--- src/rtl/ahbl_pkg.sv ---
// rtl/ahbl_pkg.sv - AHB-Lite encodings shared by the master port and its users
package ahbl_pkg;

  localparam logic [1:0] HTRANS_IDLE   = 2'b00;
  localparam logic [1:0] HTRANS_NONSEQ = 2'b10;
  localparam logic [2:0] HSIZE_WORD    = 3'b010;
  localparam logic [2:0] HBURST_SINGLE = 3'b000;
  localparam logic       HRESP_OKAY    = 1'b0;
  localparam logic       HRESP_ERROR   = 1'b1;

endpackage

--- src/rtl/ahbl_master_port.sv ---
// rtl/ahbl_master_port.sv - AHB-Lite initiator issuing SINGLE word transfers from a cmd stream
// Address slot overlaps the data slot; a cancelled address-phase command retires after the erroring one.
module ahbl_master_port
  import ahbl_pkg::*;
#(
  parameter int ADDR_W = 32,
  parameter int DATA_W = 32
) (
  input  logic              HCLK,
  input  logic              HRESETn,
  input  logic              cmd_valid,
  output logic              cmd_ready,
  input  logic              cmd_write,
  input  logic [ADDR_W-1:0] cmd_addr,
  input  logic [DATA_W-1:0] cmd_wdata,
  output logic              rsp_valid,
  output logic              rsp_write,
  output logic              rsp_err,
  output logic [DATA_W-1:0] rsp_rdata,
  output logic              busy,
  output logic [ADDR_W-1:0] HADDR,
  output logic [1:0]        HTRANS,
  output logic              HWRITE,
  output logic [2:0]        HSIZE,
  output logic [2:0]        HBURST,
  output logic [DATA_W-1:0] HWDATA,
  input  logic              HREADY,
  input  logic              HRESP,
  input  logic [DATA_W-1:0] HRDATA
);

  logic              a_vld;
  logic              a_write;
  logic [ADDR_W-1:0] a_addr;
  logic [DATA_W-1:0] a_wdata;
  logic              d_vld;
  logic              d_write;
  logic [DATA_W-1:0] d_wdata;
  logic              c_pend;
  logic              c_write;

  logic err1;
  logic accept;
  logic addr_done;
  logic data_done;
  logic cancel;
  logic c_retire;

  // First ERROR cycle: slave holds HREADY low with HRESP high
  assign err1      = d_vld & (HRESP == HRESP_ERROR) & ~HREADY;
  assign cmd_ready = ~a_vld | (HREADY & ~err1);
  assign accept    = cmd_valid & cmd_ready;
  assign addr_done = a_vld & HREADY;
  assign data_done = d_vld & HREADY;
  assign cancel    = err1 & a_vld;
  // Cancelled command waits until the erroring transfer has left the data slot
  assign c_retire  = c_pend & ~d_vld;

  always_ff @(posedge HCLK or negedge HRESETn) begin
    if (!HRESETn) begin
      a_vld     <= 1'b0;
      a_write   <= 1'b0;
      a_addr    <= '0;
      a_wdata   <= '0;
      d_vld     <= 1'b0;
      d_write   <= 1'b0;
      d_wdata   <= '0;
      c_pend    <= 1'b0;
      c_write   <= 1'b0;
      rsp_valid <= 1'b0;
      rsp_write <= 1'b0;
      rsp_err   <= 1'b0;
      rsp_rdata <= '0;
    end else begin
      if (accept) begin
        a_vld   <= 1'b1;
        a_write <= cmd_write;
        a_addr  <= {cmd_addr[ADDR_W-1:2], 2'b00};
        a_wdata <= cmd_wdata;
      end else if (addr_done || cancel) begin
        a_vld <= 1'b0;
      end

      if (addr_done) begin
        d_vld   <= 1'b1;
        d_write <= a_write;
        if (a_write) begin
          d_wdata <= a_wdata;
        end
      end else if (data_done) begin
        d_vld <= 1'b0;
      end

      if (cancel) begin
        c_pend  <= 1'b1;
        c_write <= a_write;
      end else if (c_retire) begin
        c_pend <= 1'b0;
      end

      rsp_valid <= 1'b0;
      if (data_done) begin
        rsp_valid <= 1'b1;
        rsp_write <= d_write;
        rsp_err   <= (HRESP == HRESP_ERROR);
        rsp_rdata <= (d_write || (HRESP == HRESP_ERROR)) ? '0 : HRDATA;
      end else if (c_retire) begin
        rsp_valid <= 1'b1;
        rsp_write <= c_write;
        rsp_err   <= 1'b1;
        rsp_rdata <= '0;
      end
    end
  end

  assign HTRANS = a_vld ? HTRANS_NONSEQ : HTRANS_IDLE;
  assign HADDR  = a_addr;
  assign HWRITE = a_write;
  assign HWDATA = d_wdata;
  assign HSIZE  = HSIZE_WORD;
  assign HBURST = HBURST_SINGLE;
  assign busy   = a_vld | d_vld | c_pend;

endmodule

--- config.mk ---
export PLATFORM = sky130hd
export DESIGN_NAME = ahbl_master_port
export DESIGN_NICKNAME = d
export VERILOG_FILES = /design/src/rtl/ahbl_pkg.sv /design/src/rtl/ahbl_master_port.sv
export SDC_FILE = /design/constraint.sdc
export NUM_CORES = 1
export LEC_CHECK = 0
export CAP_MARGIN = 5
export CORE_MARGIN = 2
export CORE_UTILIZATION = 25
export DETAILED_ROUTE_END_ITERATION = 6
export SLEW_MARGIN = 20
export SYNTH_ARGS = -nofsm -noshare
export SYNTH_HDL_FRONTEND = slang
export SYNTH_SLANG_ARGS = --single-unit
--- constraint.sdc ---
create_clock -name HCLK -period 1.8 [get_ports HCLK]
set_clock_uncertainty 0.2 [all_clocks]
set_input_delay 0.36 -clock HCLK [delete_from_list [all_inputs] [get_ports HCLK]]
set_output_delay 0.36 -clock HCLK [all_outputs]
set_load 0.02 [all_outputs]
==> results.toml, run 1 <==
[timing]
relSlewSlack = 0.572
worst_slack_ns = -0.104
final-hold-violation-count = 0
finalCritPeriodShare = 1.06
period_needed_ns = 1.90
rsz0062_at_grt = "yes"
tightest_slew_ns = 0.641
fmax_ghz = 0.525
setup_viol_count_final = 47
worst_hold_slack_ns = 0.206
drv_slew = 0

[die]
top_level_ports = 212
rows = 53
die_height_um = 151
initial_core_util = 0.256
die_w_um = 151
dieArea_um2 = 22800
core_um2 = 21200

[clock_tree]
htree_levels = 4
clkTransAtPathRegs_ns = 0.06
root_buffer = "clkbuf_16"
cts.path.max_buffers = 2
clock_sinks = 135
numCtsBuffers = 17
worst_skew_pair.late_latency_ns = 0.41
cts_tree = "yes"

[cells_and_area]
drive_gt1_frac = 0.307
diodes = 0
fin_area_um2 = 8690
syn_to_final_growth_pct = 60.6
final_nets = 655
post-route-util = 0.411

[synthesis]
synth_cell_types = 28
syn-instance-count = 317
syn_area_um2 = 5410
ys.flop_type = "dfrtp_1"
synth_area_leader_cell = "dfrtp_1"
synth_top_area_frac = 0.624
yosysSeqAreaShare = 0.624
ys_ff_latch = 135
avgSynthCellArea_um2 = 17.1
yosysWarnings = 0
synthArstFlopShare = 1.00
synth_edf_count = 0
synthTopCellsByArea = "dfrtp_1, mux2_4, mux2_2"

[power_and_ir_drop]
irDropWorstVdd_mv = 0.565
powerDensity_nw_per_um2 = 1270
power_leakage_nw = 4.19
power_mw = 11.0

[critical_path]
critPathSlowestCell = "dfrtp_1"
r2r_end = "HADDR[13]$_DFFE_PN0P_"
arrival_ns = 1.34
critPathLaunchType = "register"
crit_required_ns = 1.24
crit_type = "register to output port"
worstReg2RegStart = "a_vld$_DFFE_PN0P_"
crit_path_max_fanout = 4
path_cells = "or3_1, buf_6"
cp-end-kind = "output port"
r2r_cells = 7
max_stage_delay_ns = 0.41
rrSetupSlack_ns = -0.07

[drt]
postRouteAntennaNets = 0
vias = 3500
drt_iter0_drc = 69
drc = 0
avgRoutedWirePerCell_um = 16.6
routed_wirelength_um = 13900
via_per_inst = 4.16
first_pass_iters = 4

[worst_hold_path]
hp-class = "primary input to async pin"

[global_route]
grt_pass1_wl_um = 20300
grt_use_total = 0.118
grt_start_max_net_pins = 41
grt_pass1_vias = 3739
gr-total-overflow = 0
antenna_found_initial = 0

[placed_design]
routabilityCongestion = 0.727
portBuffers = 200
postPlaceCellArea_um2 = 7840
dp_hpwl_um = 9170

[status]
outcome = "finished, violations left"
violations = "negative setup slack"

[run]
maxCapViolCount = 0
-- critical path: cells and delay by family (launching register included) --
kind / cells / cell delay, ns
AND/OR/NAND/NOR: 1 / 0.37
buffers and inverters: 1 / 0.15
flip-flops: 1 / 0.41
-- report_power, final --
| group | total, mW | switching, mW | internal [mW] |
|---|---|---|---|
| clock | 4.04 | 1.39 | 2.65 |
| sequential | 4.04 | 0.351 | 3.69 |
| combinational | 2.94 | 1.43 | 1.51 |
| total | 11.0 | 3.17 | 7.86 |
-- layer usage --
layer	track usage	part of all wire
met1	0.144	0.42
met4	0.0416	0.014
met2	0.191	0.50
met5	0	0
met3	0.0419	0.065
-- timing repair --
action | CTS | global route
setup buffers | 2 | 0
setup endpoints to repair | 101 | 64
gates cloned | 0 | 10
pin swaps | 0 | 0
gates resized for setup | 112 | 16
hold buffers | 1 | 0
hold endpoints to repair | 120 | 0
-- worst max-delay path by stage --
stage | to | start | slack (ns)
5_1_grt | busy | a_vld$_DFFE_PN0P_ | -0.16
4_1_cts | busy | a_vld$_DFFE_PN0P_ | -0.14
3_5_place_dp | cmd_ready | HREADY | -0.38
2_1_floorplan | HADDR[10]$_DFFE_PN0P_ | HREADY | 0.19
6_report | busy | a_vld$_DFFE_PN0P_ | -0.10
3_3_place_gp | cmd_ready | HREADY | -0.37
-- Yosys cell counts (2+ instances only) --
master	number
a22o_1	32
buf_12	6
conb_1	2
mux2_2	36
buf_4	10
buf_2	9
mux2_4	60
inv_1	2
dfrtp_1	135
mux2i_1	2
nand2_1	4
a21oi_1	3
-- per-stage QoR --
stage	instances	TNS (ns)	setup WS (ns)
detailed placement	796	-37.19	-0.376
global route	841	-4.58	-0.159
global placement	796	-35.21	-0.367
CTS	831	-1.74	-0.137
finish	841	-1.58	-0.104
floorplan	324	0	0.190
-- sequential cells by signal, summed over array words and instances (netlist names), 30 cells and up --
name / flops
rsp_rdata: 32
HWDATA: 32
a_wdata: 32
HADDR: 30
-- cell type report --
| type | instances | area (µm²) |
|---|---|---|
| clock inverters | 14 | 244 |
| multi-input cells | 161 | 1850 |
| fillers | 1928 | 12500 |
| flip-flops and latches | 135 | 3380 |
| repair buffers | 235 | 2420 |
| clock buffers | 18 | 439 |
| well taps | 275 | 344 |
| inverters | 3 | 13.8 |
-- kinds of logic (layout without fill, tap and decap cells) --
kind of cell           count (synthesis)  in the layout  share of synthesized area
other                                  2              9                    0.00139
buffers and inverters                 30            270                     0.0499
DFF                                  135            135                      0.624
muxes                                 98             98                      0.245
AOI/OAI and AO/OA                     39             39                     0.0617
and+or+nand+nor                       13             15                     0.0176
-- cell usage in the layout (no fill, tap or decap), types with 9 or more instances in the layout --
| cell | netlist | routed |
|---|---|---|
| mux2_2 | 36 | 33 |
| a22o_1 | 32 | 32 |
| clkbuf_16 | 0 | 23 |
| clkdlybuf4s50_1 | 0 | 97 |
| mux2_4 | 60 | 63 |
| dfrtp_1 | 135 | 135 |
| dlygate4sd2_1 | 0 | 98 |
| buf_12 | 6 | 9 |
| conb_1 | 2 | 9 |
| buf_4 | 10 | 14 |
(Power assumes the default switching activity.)
==> run 2: changes to the inputs <==
GPL_ROUTABILITY_DRIVEN = 0   (was default)
==> results of run 2 <==
No change in the layout: final DEF, timing and power equal those of run 1.
